File: config.mk
export PLATFORM = sky130hd
export DESIGN_NAME = temp_aggregator
export DESIGN_NICKNAME = d
export VERILOG_FILES = /design/src/rtl/temp_aggregator_pkg.sv /design/src/rtl/temp_aggregator_tick_gen.sv /design/src/rtl/temp_aggregator.sv
export SDC_FILE = /design/constraint.sdc
export NUM_CORES = 1
export LEC_CHECK = 0
export CAP_MARGIN = 20
export CORE_UTILIZATION = 30
export DETAILED_ROUTE_END_ITERATION = 6
export PLACE_DENSITY = 0.54
export RECOVER_POWER = 50
export SLEW_MARGIN = 5
export SYNTH_ARGS = -nofsm -noshare
export SYNTH_HDL_FRONTEND = slang
export SYNTH_SLANG_ARGS = --single-unit
File: constraint.sdc
create_clock -name clk -period 7.15 [get_ports clk]
set_input_delay 1.43 -clock clk [delete_from_list [all_inputs] [get_ports clk]]
set_output_delay 1.43 -clock clk [all_outputs]
set_load 0.03 [all_outputs]
File: src/rtl/temp_aggregator_pkg.sv
// Shared constants, FSM state type and tick divisor helper for the temperature
// aggregator and its prescaler.
package temp_agg_pkg;

  localparam logic [7:0]  TEMP_FAILSAFE_MIN = 8'h00;
  localparam logic [7:0]  TEMP_FAILSAFE_MAX = 8'hFF;
  localparam logic [15:0] AGE_SAT           = 16'hFFFF;

  typedef enum logic [1:0] {
    IDLE,
    SCAN,
    PUBLISH
  } state_t;

  function automatic int MS_DIV(input int sys_freq);
    return sys_freq / 1000;
  endfunction

endpackage

File: src/rtl/temp_aggregator_tick_gen.sv
// Millisecond prescaler: one-cycle tick every SYS_FREQ/1000 clocks, restarted by rst.
module tick_gen
  import temp_agg_pkg::*;
#(
  parameter int SYS_FREQ = 100_000_000
) (
  input  logic clk,
  input  logic rst,
  output logic tick
);

  localparam int            DIV  = MS_DIV(SYS_FREQ);
  localparam int            CW   = (DIV > 1) ? $clog2(DIV) : 1;
  localparam logic [CW-1:0] LAST = CW'(DIV - 1);

  logic [CW-1:0] cnt;

  always_ff @(posedge clk) begin
    if (rst) begin
      cnt <= '0;
    end else if (cnt == LAST) begin
      cnt <= '0;
    end else begin
      cnt <= cnt + CW'(1);
    end
  end

  assign tick = !rst && (cnt == LAST);

endmodule

File: src/rtl/temp_aggregator.sv
// Keeps an age-tracked entry per sensor channel and periodically reduces them to
// min inlet / max outlet temperatures, falling back to fan-full-speed values.
module temp_aggregator
  import temp_agg_pkg::*;
#(
  parameter int SYS_FREQ = 100_000_000,
  parameter int N_IN     = 4,
  parameter int N_OUT    = 4,
  parameter int STALE_MS = 2000
) (
  input  logic                    clk,
  input  logic                    rst,
  input  logic                    s_valid,
  output logic                    s_ready,
  input  logic [3:0]              s_chan,
  input  logic [7:0]              s_temp,
  input  logic                    s_err,
  output logic [7:0]              min_in_temp,
  output logic [7:0]              max_out_temp,
  output logic                    temp_valid,
  output logic [N_IN+N_OUT-1:0]   stale_mask,
  output logic                    fault
);

  localparam int          N         = N_IN + N_OUT;
  localparam logic [4:0]  N_CHAN    = 5'(N);
  localparam logic [3:0]  N_IN_IDX  = 4'(N_IN);
  localparam logic [3:0]  LAST_IDX  = 4'(N - 1);
  localparam logic [15:0] STALE_AGE = 16'(STALE_MS);

  logic tick;

  tick_gen #(
    .SYS_FREQ(SYS_FREQ)
  ) u_tick_gen (
    .clk (clk),
    .rst (rst),
    .tick(tick)
  );

  logic [7:0]   val     [N];
  logic [15:0]  age     [N];
  logic [15:0]  age_inc [N];
  logic [N-1:0] stale;
  logic         wr_en;

  state_t     state;
  logic [3:0] idx;
  logic [7:0] acc_min;
  logic [7:0] acc_max;
  logic [4:0] cnt_in;
  logic       pending;

  logic [7:0] cur_val;
  logic       cur_stale;
  logic       cur_inlet;
  logic       outlet_stale;
  logic       inlets_stale;

  assign s_ready = !rst;
  assign wr_en   = s_valid && s_ready && !s_err && ({1'b0, s_chan} < N_CHAN);

  always_comb begin
    for (int k = 0; k < N; k++) begin
      age_inc[k] = (age[k] == AGE_SAT) ? AGE_SAT : age[k] + 16'd1;
    end
  end

  // A fresh write takes priority over ageing when both land in the same cycle.
  always_ff @(posedge clk) begin
    if (rst) begin
      for (int k = 0; k < N; k++) begin
        val[k] <= '0;
        age[k] <= AGE_SAT;
      end
      stale <= '1;
    end else begin
      for (int k = 0; k < N; k++) begin
        if (wr_en && (s_chan == 4'(k))) begin
          val[k]   <= s_temp;
          age[k]   <= '0;
          stale[k] <= 1'b0;
        end else if (tick) begin
          age[k]   <= age_inc[k];
          stale[k] <= (age_inc[k] >= STALE_AGE);
        end
      end
    end
  end

  always_comb begin
    cur_val   = '0;
    cur_stale = 1'b1;
    for (int k = 0; k < N; k++) begin
      if (idx == 4'(k)) begin
        cur_val   = val[k];
        cur_stale = stale[k];
      end
    end
  end

  assign cur_inlet    = (idx < N_IN_IDX);
  assign outlet_stale = |stale[N-1:N_IN];
  assign inlets_stale = &stale[N_IN-1:0];

  // The scan reads registered entries, so a write in a channel's scan cycle
  // only shows up in the following publish.
  always_ff @(posedge clk) begin
    if (rst) begin
      state        <= IDLE;
      idx          <= '0;
      acc_min      <= 8'hFF;
      acc_max      <= 8'h00;
      cnt_in       <= '0;
      pending      <= 1'b0;
      min_in_temp  <= TEMP_FAILSAFE_MIN;
      max_out_temp <= TEMP_FAILSAFE_MAX;
      temp_valid   <= 1'b0;
      stale_mask   <= '1;
      fault        <= 1'b0;
    end else begin
      if (tick && (state != IDLE)) begin
        pending <= 1'b1;
      end
      case (state)
        IDLE: begin
          if (tick || pending) begin
            state   <= SCAN;
            idx     <= '0;
            acc_min <= 8'hFF;
            acc_max <= 8'h00;
            cnt_in  <= '0;
            pending <= 1'b0;
          end
        end
        SCAN: begin
          if (!cur_stale) begin
            if (cur_inlet) begin
              if (cur_val < acc_min) begin
                acc_min <= cur_val;
              end
              cnt_in <= cnt_in + 5'd1;
            end else if (cur_val > acc_max) begin
              acc_max <= cur_val;
            end
          end
          if (idx == LAST_IDX) begin
            state <= PUBLISH;
          end else begin
            idx <= idx + 4'd1;
          end
        end
        PUBLISH: begin
          min_in_temp  <= (cnt_in == 5'd0) ? TEMP_FAILSAFE_MIN : acc_min;
          max_out_temp <= outlet_stale ? TEMP_FAILSAFE_MAX : acc_max;
          stale_mask   <= stale;
          fault        <= outlet_stale || inlets_stale;
          temp_valid   <= 1'b1;
          state        <= IDLE;
        end
        default: begin
          state <= IDLE;
        end
      endcase
    end
  end

endmodule

## Word level (Yosys, flattened, before mapping)

Memory sizes are Yosys's and may differ from the RTL's.
Index checks and enable logic that the tools add are counted.
W data, S select, Z words.

| cells by class | value |
|---|---|
| add/subtract/negate cells | 11 |
| divide/modulo/power cells | 0 |
| shift-type cells | 0 |
| magnitude comparators | 12 |
| bitwise operators | 24 |
| equal/unequal tests | 33 |
| muxes and demuxes | 140 |
| $mul | 0 |
| reduce and logical (&&, ||, !) cells | 39 |

Operators with widths:

| kind | count |
|---|---|
| $mux W16 | 24 |
| $mux W8 | 26 |
| $add A16 B1 Y16 const B | 8 |
| $eq A16 B16 Y1 const B | 8 |
| $ge A16 B11 Y1 const B | 8 |
| $mux W1 | 78 |
| $eq A4 B3 Y1 const B | 8 |
| $pmux W8 S2 | 2 |
| $or A1 B1 Y1 | 24 |
| $reduce_bool A2 Y1 | 10 |
| $add A17 B1 Y17 const B | 1 |
| $eq A17 B17 Y1 const B | 1 |
| $eq A4 B2 Y1 const B | 4 |
| $ne A2 B2 Y1 const B | 8 |
| $mux W5 | 3 |
| $logic_and A1 B1 Y1 | 13 |
| $pmux W5 S2 | 1 |
| $reduce_and A5 Y1 | 2 |
| $eq A4 B1 Y1 const B | 2 |
| $gt A8 B8 Y1 | 1 |
| $logic_not A4 Y1 | 2 |
| $lt A8 B8 Y1 | 1 |
| $mux W4 | 2 |
| $pmux W4 S2 | 1 |
| 17 further kinds | 21 |

| word-level totals | value |
|---|---|
| output and inout port bits | 27 |
| memories | 2 |
| bits in latches | 0 |
| flip-flop bits (word level) | 79 |
| input bits | 16 |
| memory bits (writable) | 192 |
| word-level logic and storage cells | 281 |
| memory bits (read-only) | 0 |

Memories:

| memory | depth | bits a word | read ports | clocked after memory_dff | wr ports | RTL line | RTL |
|---|---|---|---|---|---|---|---|
| age | 8 | 16 | 8 | 0 | 8 | temp_aggregator.sv:42 | `logic [15:0] age [N];` |
| val | 8 | 8 | 8 | 0 | 8 | temp_aggregator.sv:41 | `logic [7:0] val [N];` |

## Longest topological paths before layout

Gate-level depths: netlist of run 1.

| depth | value |
|---|---|
| depth in word-level cells | 14 |
| gate-level depth with buffers | 16 |
| gate-level depth less buffers | 14 |

## Hierarchy

From an unflattened synthesis of run 1, not the netlist that was laid out.

| unflattened totals | value |
|---|---|
| cell total of the unflattened synthesis | 1538 |
| area, all modules | 14767.9 um^2 |

Modules (own cells, without submodules):

| module | area each (um^2) | cells each | times used | sequential area each (um^2) |
|---|---|---|---|---|
| temp_aggregator | 13998.4 | 1449 | 1 | 7006.7 |
| tick_gen | 769.5 | 89 | 1 | 340.3 |

## Least setup slack after synthesis of run 1

No wires, ideal clock.

| timing | value |
|---|---|
| path kind | input port to output port |
| from | in rst |
| to | out s_ready |
| stages on the path | 5 |
| slack | 2.995 ns |
| path buffers | 4 |
| required time | 5.720 ns |
| data arrival time | 2.725 ns |
| cells stage by stage | clkbuf_1 inv_1 clkbuf_1 clkbuf_1 clkbuf_1 |

| between the ends | value |
|---|---|
| word-level cells in the longest chain between the ends | 1 |

RTL lines:

| element | RTL line | RTL |
|---|---|---|
| from (decl) | temp_aggregator.sv:12 | `input logic rst,` |
| $logic_not A1 Y1 | temp_aggregator.sv:60 | `assign s_ready = !rst;` |
| to (decl) | temp_aggregator.sv:14 | `output logic s_ready,` |

Every way passes these cells.

==> flow_metrics.env, run 1 <==
export IMPL_clock_path_buffers=3
export IMPL_min_path_type="reg2reg"
export IMPL_vias=11400
export IMPL_syn_to_final_growth_pct=13.1
export IMPL_fp_dieW_um=224
export IMPL_drive_gt1_frac=0.0496
export IMPL_ant_nets=0
export IMPL_path_max_fanout=34
export IMPL_grt_pass1_vias=10800
export IMPL_track_usage=0.141
export IMPL_cts_resized=0
export IMPL_cts_tree="done"
export IMPL_synth_net_count=1580
export IMPL_first_iter_violations=715
export IMPL_multiInputGateArea_mm2=0.00685
export IMPL_layout_nets=1595
export IMPL_ff_latch_area_mm2=0.00735
export IMPL_crit_type="in2reg"
export IMPL_n_antenna_cell=0
export IMPL_ys_seq_area_frac=0.498
export IMPL_cts_buffers_inserted=30
export IMPL_drt_wl_total_um=35200
export IMPL_post_cts_setup_buffers=0
export IMPL_grt_max_degree=57
export IMPL_synth_area_mm2=0.0147
export IMPL_power_switching_w=0.000829
export IMPL_viasPerCell=5.10
export IMPL_irDropWorstVdd_v=0.000173
export IMPL_clock_sinks=271
export IMPL_fin_skew_ps=6.44
export IMPL_setup_viol=0
export IMPL_drtPass1Iterations=5
export IMPL_layout_common_cells="edfxtp_1 (192), nand2_1 (183), nor2_1 (147)"
export IMPL_tightestPinTransition_ps=1890
export IMPL_powerDensity_mw_per_mm2=213
export IMPL_endpoint_kind="register"
export IMPL_status="finished with violations"
export IMPL_dominantRegCellSynth="edfxtp_1"
export IMPL_hold_violations=0
export IMPL_synth_cells=1534
export IMPL_rsz0062_at_grt="no"
export IMPL_drc=0
export IMPL_std_cell_rows=80
export IMPL_rr_worst_depth=14
export IMPL_placed_area_mm2=0.0158
export IMPL_dp_hpwl_um=24800
export IMPL_async_flop_share=0
export IMPL_gp_congestion=0.825
export IMPL_clockRootBuffer="clkbuf_16"
export IMPL_post_route_min_period_ps=4260
export IMPL_synth_cell_type_count=84
export IMPL_start_util=0.306
export IMPL_p_int_w=0.00272
export IMPL_violations="max-capacitance violations, max-slew violations"
export IMPL_grt_pass1_wl_um=57700
export IMPL_slew_violations=35
export IMPL_path_clk_slew_ps=60
export IMPL_fmax_ghz=0.235
export IMPL_clkPwrFrac=0.427
export IMPL_nFillCells=4865
export IMPL_portBuffers=42
export IMPL_crit_arrival_ps=4450
export IMPL_leakagePower_nw=5.78
export IMPL_tns_ps=0
export IMPL_sw_frac_of_total=0.233
export IMPL_wl_per_cell_um=15.8
export IMPL_hold_depth=1
export IMPL_core_area_mm2=0.0481
export IMPL_dieArea_mm2=0.0500
export IMPL_yosys_warnings=0
export IMPL_fin_area_mm2=0.0167
export IMPL_p_seq_frac=0.514
export IMPL_die_h_um=224
export IMPL_combPwrFrac=0.060
export IMPL_relSlewSlack=-0.260
export IMPL_grt_ovfl_total=0
export IMPL_clkLatencyLatePin_ps=560
export IMPL_syn_area_per_cell_um2=9.61
export IMPL_cts_hold_buf=0
export IMPL_synth_seq_cells=271
export IMPL_maxCapViolCount=1
export IMPL_synth_edf_count=192
export IMPL_critPathLaunchType="primary input"
export IMPL_antenna_found_initial=0
export IMPL_required_ps=7340
export IMPL_timing_final_crit_share=0.596
export IMPL_io_pins=43
export IMPL_final_common_cell="edfxtp_1"
export IMPL_htreeDepth=1
==> flip-flops by register name (all words and copies together), names as in the netlist, 5 cells and up <==
signal          flops
min_in_temp         8
u_tick_gen.cnt     17
val                64
acc_max             8
cnt_in              5
age               128
max_out_temp        8
acc_min             8
stale               8
stale_mask          8
==> per-stage QoR <==
stage          hold WS (ps)   util  cells  total power [W]  worst slack [ps]
2_1_floorplan           430      -   1534          0.00199              2990
3_3_place_gp            445  0.327   2171          0.00206              3060
3_5_place_dp            450  0.328   2172          0.00207              2980
4_1_cts                 464  0.348   2226          0.00359              3220
5_1_grt                 491  0.346   2227          0.00369              2610
6_report                463  0.346   2227          0.00355              2890
==> synth_stat cells, types with 6 or more instances <==
library cell	instances	share of area
nor3b_1	7	0.0036
a22oi_1	9	0.0046
nor2b_1	15	0.0064
o211ai_1	14	0.0071
ha_1	30	0.025
or2_2	7	0.0030
a21oi_1	130	0.044
a211o_1	8	0.0048
nor3_1	37	0.013
a21o_1	6	0.0031
o21ai_0	55	0.019
a2bb2oi_1	13	0.0077
nand3b_1	8	0.0041
edfxtp_1	192	0.39
buf_2	9	0.0031
nand2_1	183	0.047
and3_1	24	0.010
a221oi_1	7	0.0042
nor2_1	148	0.038
xor2_1	49	0.029
nand3_1	86	0.029
dfxtp_1	79	0.11
and4_1	7	0.0042
or3_1	17	0.0072
clkbuf_1	52	0.013
o21bai_1	6	0.0031
nor4_1	14	0.0059
nand4_1	29	0.012
mux2i_1	18	0.012
xnor2_1	58	0.034
a31oi_1	23	0.0098
nand2b_1	19	0.0081
inv_1	59	0.015
and2_1	10	0.0042
==> path summary, 6_finish.rpt <==
| check | startpoint | endpoint | slack [ps] |
|---|---|---|---|
| worst min-delay path | u_tick_gen.cnt[0] | u_tick_gen.cnt[0] | 460 |
| worst max-delay path | rst | age[1][11] | 2890 |
| worst max register to register | idx[1] | acc_min[0] | 3260 |
| worst min register to register | u_tick_gen.cnt[0] | u_tick_gen.cnt[0] | 460 |
==> metal layers <==
layer / routed length [µm] / track usage
met1: 17200 / 0.201
met5: 0 / 0
met4: 631 / 0.0303
met3: 1620 / 0.0216
met2: 15700 / 0.225
==> cell type report <==
class / count / share of cell area
multi-input combinational: 1135 / 0.411
tap: 656 / 0.0492
inverter: 59 / 0.0133
sequential: 271 / 0.441
clock buffer: 43 / 0.0530
timing repair buffer: 52 / 0.0282
clock inverter: 11 / 0.00473
==> cells by family (layout without fill, tap and decap cells) <==
logic type / Yosys count / count (layout) / share of synthesized area
buffers and inverters: 128 / 165 / 0.0346
AOI/OAI and AO/OA: 330 / 330 / 0.147
adders and majority gates: 30 / 30 / 0.0255
and+or+nand+nor: 646 / 646 / 0.216
muxes: 22 / 22 / 0.0153
xor gates and xnor gates: 107 / 107 / 0.0636
DFF: 271 / 271 / 0.498
==> power groups by stage <==
stage	clock network, W	registers (W)	logic (W)
finish	0.00152	0.00182	0.000212
global route	0.00162	0.00183	0.000238
CTS	0.00156	0.00182	0.000214
detailed placement	0	0.00185	0.000213
global placement	0	0.00185	0.000211
floorplan	0	0.00183	0.000164
==> worst max-delay path, cell delays in order <==
cell	delay, ps
clkbuf_1	160
clkbuf_1	1370
nor2_1	670
nand2_1	780
Power figures use the tool's default switching activity.
==> inputs of run 2 (changes only) <==
- clock period: 7.15 -> 4.4 ns (I/O delays scaled with it)
==> run 2 against run 1 <==
The flow still finishes with violations (max-capacitance violations, max-slew violations). Register-to-register slack got worse by 2800 ps. Global-route usage is 0.085 points lower. Sequential power up 63%. Power up 69%. Critical endpoint is now acc_min[7]. Clock-buffer cell count fell by 9. Clock skew rose by 21 ps. First-iteration DRC count grew 17%. Flip-flop and latch count did not move. Hold slack worse by 1.2 ps. Sequential share of layout area is 0.45 points lower. Design area grew 1.0%.
==> flow_metrics.env, run 2 (same netlist as run 1, synthesis figures left out) <==
export IMPL_grt_pass1_vias=10800
export IMPL_slew_violations=75
export IMPL_slowest_delay_ps=410
export IMPL_required_ps=4950
export IMPL_fp_dieW_um=224
export IMPL_n_antenna_cell=0
export IMPL_vias=11500
export IMPL_drtPass1Iterations=6
export IMPL_fin_skew_ps=26.9
export IMPL_powerDensity_mw_per_mm2=357
export IMPL_cts_hold_buf=0
export IMPL_post_route_min_period_ps=3900
export IMPL_path_max_fanout=19
export IMPL_setup_ws_ps=502
export IMPL_ant_nets=0
export IMPL_endpoint_kind="register"
export IMPL_maxCapViolCount=2
export IMPL_reg_top3="age: 128 flops, val: 64 flops, u_tick_gen.cnt: 17 flops"
export IMPL_min_path_type="reg2reg"
export IMPL_leakagePower_nw=5.86
export IMPL_grt_ovfl_total=0
export IMPL_path_cells="inv_1 > ha_1 > nor2b_1 > a221oi_1 > a211o_1 > a31oi_1 > or2_1 > ha_1 > o211ai_1 > nor3_1 > nor3_1 > o311ai_4 > o21ai_4 > o32a_1"
export IMPL_gp_congestion=0.909
export IMPL_violations="max-capacitance violations, max-slew violations"
export IMPL_first_iter_violations=839
export IMPL_path_clk_slew_ps=70
export IMPL_rsz0062_at_grt="no"
export IMPL_portBuffers=42
export IMPL_grt_max_degree=40
export IMPL_timing_final_crit_share=0.886
export IMPL_relSlewSlack=-0.303
export IMPL_grt_pass1_wl_um=57400
export IMPL_clkLatencyLatePin_ps=600
export IMPL_track_usage=0.140
export IMPL_dieArea_mm2=0.0500
export IMPL_wl_per_cell_um=15.8
export IMPL_drc=0
export IMPL_crit_family="compound AO/OA/AOI/OAI gates"
export IMPL_antenna_found_initial=0
export IMPL_layout_nets=1607
export IMPL_clock_sinks=271
export IMPL_dp_hpwl_um=24800
export IMPL_setup_viol=0
export IMPL_final_common_cell="edfxtp_1"
export IMPL_post_cts_setup_buffers=0
export IMPL_drt_wl_total_um=35500
export IMPL_hold_violations=0
export IMPL_cts_resized=0
export IMPL_clockRootBuffer="clkbuf_16"
export IMPL_critPathLaunchType="register"
export IMPL_regMostFlops="age"
export IMPL_crit_arrival_ps=4440
export IMPL_fmax_ghz=0.257
export IMPL_cts_tree="done"
export IMPL_syn_to_final_growth_pct=14.3
export IMPL_htreeDepth=1
export IMPL_drive_gt1_frac=0.0574
export IMPL_tightestPinTransition_ps=1950
export IMPL_std_cell_rows=80
export IMPL_core_area_mm2=0.0481
export IMPL_tns_ps=0
export IMPL_irDropWorstVdd_v=0.000271
export IMPL_place_worst_setup_slack_ps=596
export IMPL_clock_path_buffers=3
export IMPL_die_h_um=224
export IMPL_cts_buffers_inserted=31
export IMPL_start_util=0.306
export IMPL_io_pins=43
export IMPL_layout_common_cells="edfxtp_1 (192), nand2_1 (183), nor2_1 (148)"
export IMPL_crit_type="reg2reg"
export IMPL_status="finished with violations"
export IMPL_largest_register_ffs=128
export IMPL_cp_num_buf_inv=1
export IMPL_crit_slowest_cell="ha_1"
export IMPL_viasPerCell=5.13
-- run 2: stage by stage --
| step | hold slack [ps] | util | cell area [µm²] | power (W) | instances |
|---|---|---|---|---|---|
| after floorplan | 430 | - | 14700 | 0.00324 | 1534 |
| after global placement | 445 | 0.329 | 15800 | 0.00336 | 2183 |
| after detailed placement | 447 | 0.329 | 15800 | 0.00336 | 2183 |
| after CTS | 461 | 0.351 | 16900 | 0.00608 | 2241 |
| after global routing | 491 | 0.350 | 16800 | 0.00623 | 2242 |
| final | 462 | 0.350 | 16800 | 0.00601 | 2242 |
-- run 2: area by class of cell --
type | instances | area (µm²)
Tap cell | 656 | 821
Multi-Input combinational cell | 1135 | 6870
Inverter | 59 | 221
Sequential cell | 271 | 7350
Timing Repair Buffer | 63 | 527
Clock buffer | 34 | 787
Fill cell | 4860 | 31300
Clock inverter | 24 | 278
-- run 2: power breakdown --
part           leakage, nW  switching (W)  total (W)  internal (W)
clock                0.521        0.00111    0.00270       0.00159
sequential            2.52       0.000118    0.00297       0.00285
combinational         2.82       0.000209   0.000343      0.000135
-- run 2: path summary, 6_finish.rpt --
kind / slack [ps] / to / start / cells after the start
worst max register to register: 500 / acc_min[7] / idx[1] / 14
worst min-delay path: 460 / u_tick_gen.cnt[0] / u_tick_gen.cnt[0] / 1
worst min register to register: 460 / u_tick_gen.cnt[0] / u_tick_gen.cnt[0] / 1
worst max-delay path: 500 / acc_min[7] / idx[1] / 14
-- run 2: layer usage --
metal | vias up | track usage | wire length, µm | part of all wire
li1 | 5676 | - | - | -
met1 | 5518 | 0.197 | 17200 | 0.48
met2 | 254 | 0.223 | 15800 | 0.45
met3 | 56 | 0.0214 | 1670 | 0.047
met4 | 0 | 0.0382 | 792 | 0.022
met5 | - | 0 | 0 | 0
==> inputs of run 3 (changes only) <==
- CTS_CLUSTER_SIZE: not set -> 8
==> run 3 against run 2 <==
The flow still finishes with violations (max-capacitance violations, max-slew violations). Wire length is 0.82% higher. Final cell count increased by 0.45%. Clock skew decreased by 8.7 ps. Power increased by 1.6%. Die area unchanged. Global-route usage grew 0.20 points. Sequential share of layout area fell by 0.15 points. Critical path type unchanged. Critical endpoint is now acc_min[4]. Largest cell class unchanged.
==> flow_metrics.env, run 3 (same netlist as run 1, synthesis figures left out) <==
export IMPL_status="finished with violations"
export IMPL_violations="max-capacitance violations, max-slew violations"
export IMPL_io_pins=43
export IMPL_std_cell_rows=80
export IMPL_critPathLaunch="idx[1]"
export IMPL_min_path_type="reg2reg"
export IMPL_irDropWorstVdd_v=0.000222
export IMPL_path_clk_slew_ps=50
export IMPL_r2r_start="idx[1]"
export IMPL_layout_common_cells="edfxtp_1 (192), nand2_1 (183), nor2_1 (148)"
export IMPL_dp_hpwl_um=24800
export IMPL_hold_violations=0
export IMPL_path_max_fanout=19
export IMPL_cts_resized=0
export IMPL_required_ps=4850
export IMPL_critPathLaunchType="register"
export IMPL_ant_nets=0
export IMPL_crit_type="reg2reg"
export IMPL_viasPerCell=5.13
export IMPL_clkLatencyLatePin_ps=530
export IMPL_crit_path_end="acc_min[4]"
export IMPL_met3_usage=0.0243
export IMPL_grtUsageMet1=0.198
export IMPL_wl_per_cell_um=15.9
export IMPL_final_common_cell="edfxtp_1"
export IMPL_die_h_um=224
export IMPL_rsz0062_at_grt="no"
export IMPL_drt_wl_total_um=35800
export IMPL_grt_pass1_wl_um=57900
export IMPL_drtPass1Iterations=5
export IMPL_cts_hold_buf=0
export IMPL_regMostFlops="age"
export IMPL_first_iter_violations=857
export IMPL_powerDensity_mw_per_mm2=361
export IMPL_htreeDepth=2
export IMPL_slew_violations=75
export IMPL_grt_use_met2=0.224
export IMPL_setup_viol=0
export IMPL_dieArea_mm2=0.0500
export IMPL_r2r_setup_slack_ps=490
export IMPL_gp_congestion=0.909
export IMPL_cts_tree="done"
export IMPL_crit_arrival_ps=4360
export IMPL_top_usage_layer="met2"
export IMPL_drive_gt1_frac=0.0508
export IMPL_rr_worst_depth=14
export IMPL_timing_final_crit_share=0.889
export IMPL_clock_sinks=271
export IMPL_track_usage=0.142
export IMPL_cp_num_buf_inv=1
export IMPL_clockRootBuffer="clkbuf_16"
export IMPL_tightestPinTransition_ps=1940
export IMPL_endpoint_kind="register"
export IMPL_n_antenna_cell=0
export IMPL_grt_ovfl_total=0
export IMPL_relSlewSlack=-0.293
export IMPL_layout_nets=1615
export IMPL_cts_buffers_inserted=39
export IMPL_portBuffers=42
export IMPL_post_route_min_period_ps=3910
export IMPL_reg_top3="age: 128 flops, val: 64 flops, u_tick_gen.cnt: 17 flops"
export IMPL_crit_family="compound AO/OA/AOI/OAI gates"
export IMPL_syn_to_final_growth_pct=14.7
export IMPL_crit_slowest_cell="nor2b_1"
export IMPL_hold_slack_ps=459
export IMPL_nFillCells=4868
export IMPL_slowest_delay_ps=410
export IMPL_maxCapViolCount=2
export IMPL_path_depth=14
export IMPL_fmax_ghz=0.256
export IMPL_fin_skew_ps=18.2
export IMPL_path_cells="inv_1 > ha_1 > nor2b_1 > a221oi_1 > a211o_1 > a31oi_1 > or2_1 > ha_1 > o211ai_1 > nor3_1 > nor3_1 > o311ai_4 > o21ai_4 > a2bb2oi_1"
export IMPL_post_cts_setup_buffers=0
export IMPL_tns_ps=0
export IMPL_largest_register_ffs=128
export IMPL_drc=0
export IMPL_clock_path_buffers=3
export IMPL_grt_pass1_vias=10800
export IMPL_antenna_found_initial=0
export IMPL_r2r_end="acc_min[4]"
export IMPL_leakagePower_nw=5.87
export IMPL_grt_max_degree=40
export IMPL_core_area_mm2=0.0481
export IMPL_vias=11600
export IMPL_start_util=0.306
export IMPL_fp_dieW_um=224
run 3: cell count changes in the layout (fill, tap and decap cells not counted):
cell and change:
clkbuf_1 +23, clkbuf_16 +9, clkinv_2 -9, bufinv_16 -5
clkinv_1 -3, clkinvlp_4 -3, clkinv_4 -2, clkinv_8 +1
inv_16 -1, inv_6 +1, inv_8 -1
run 3: final cells by class:
| cell class | count | area, µm² | share of cell area |
|---|---|---|---|
| inverter | 59 | 221 | 0.0131 |
| clock buffer | 66 | 1100 | 0.0650 |
| clock inverter | 2 | 25.0 | 0.00148 |
| sequential | 271 | 7350 | 0.435 |
| multi-input combinational | 1135 | 6870 | 0.406 |
| timing repair buffer | 63 | 527 | 0.0312 |
| tap | 656 | 821 | 0.0486 |
run 3: per-layer routing:
layer / routed length [µm] / vias up
li1: - / 5677
met1: 17200 / 5567
met2: 15900 / 249
met3: 1820 / 63
met4: 833 / 0
met5: 0 / -
run 3: worst min path at each step:
stage | depth (start not counted) | to | startpoint | slack [ps]
finish | 2 | max_out_temp[4] | max_out_temp[4] | 460
floorplan | 1 | u_tick_gen.cnt[0] | u_tick_gen.cnt[0] | 430
CTS | 1 | u_tick_gen.cnt[0] | u_tick_gen.cnt[0] | 460
global route | 1 | u_tick_gen.cnt[0] | u_tick_gen.cnt[0] | 490
detailed placement | 1 | u_tick_gen.cnt[0] | u_tick_gen.cnt[0] | 450
global placement | 1 | u_tick_gen.cnt[0] | u_tick_gen.cnt[0] | 440
run 3: worst register-to-register path, cell delays in order, from the launching register on:
cell	delay (ps)
dfxtp_1	390
inv_1	90
ha_1	400
nor2b_1	410
a221oi_1	140
a211o_1	300
a31oi_1	250
or2_1	210
ha_1	250
o211ai_1	320
nor3_1	80
nor3_1	270
o311ai_4	230
o21ai_4	300
a2bb2oi_1	180
run 3: stage by stage:
step | instances | utilization | cell area [µm²] | setup slack, ps | power, W
finish | 2252 | 0.351 | 16900 | 488 | 0.00611
global route | 2252 | 0.351 | 16900 | 188 | 0.00635
CTS | 2251 | 0.352 | 17000 | 590 | 0.00619
detailed placement | 2183 | 0.329 | 15800 | 596 | 0.00336
global placement | 2183 | 0.329 | 15800 | 705 | 0.00336
floorplan | 1534 | - | 14700 | 1230 | 0.00324
run 3: where the power goes:
| part | internal [W] | leakage (nW) | total [W] | switching, W |
|---|---|---|---|---|
| logic | 0.000135 | 2.82 | 0.000343 | 0.000209 |
| clock network | 0.00169 | 0.535 | 0.00280 | 0.00111 |
| registers | 0.00285 | 2.52 | 0.00297 | 0.000117 |
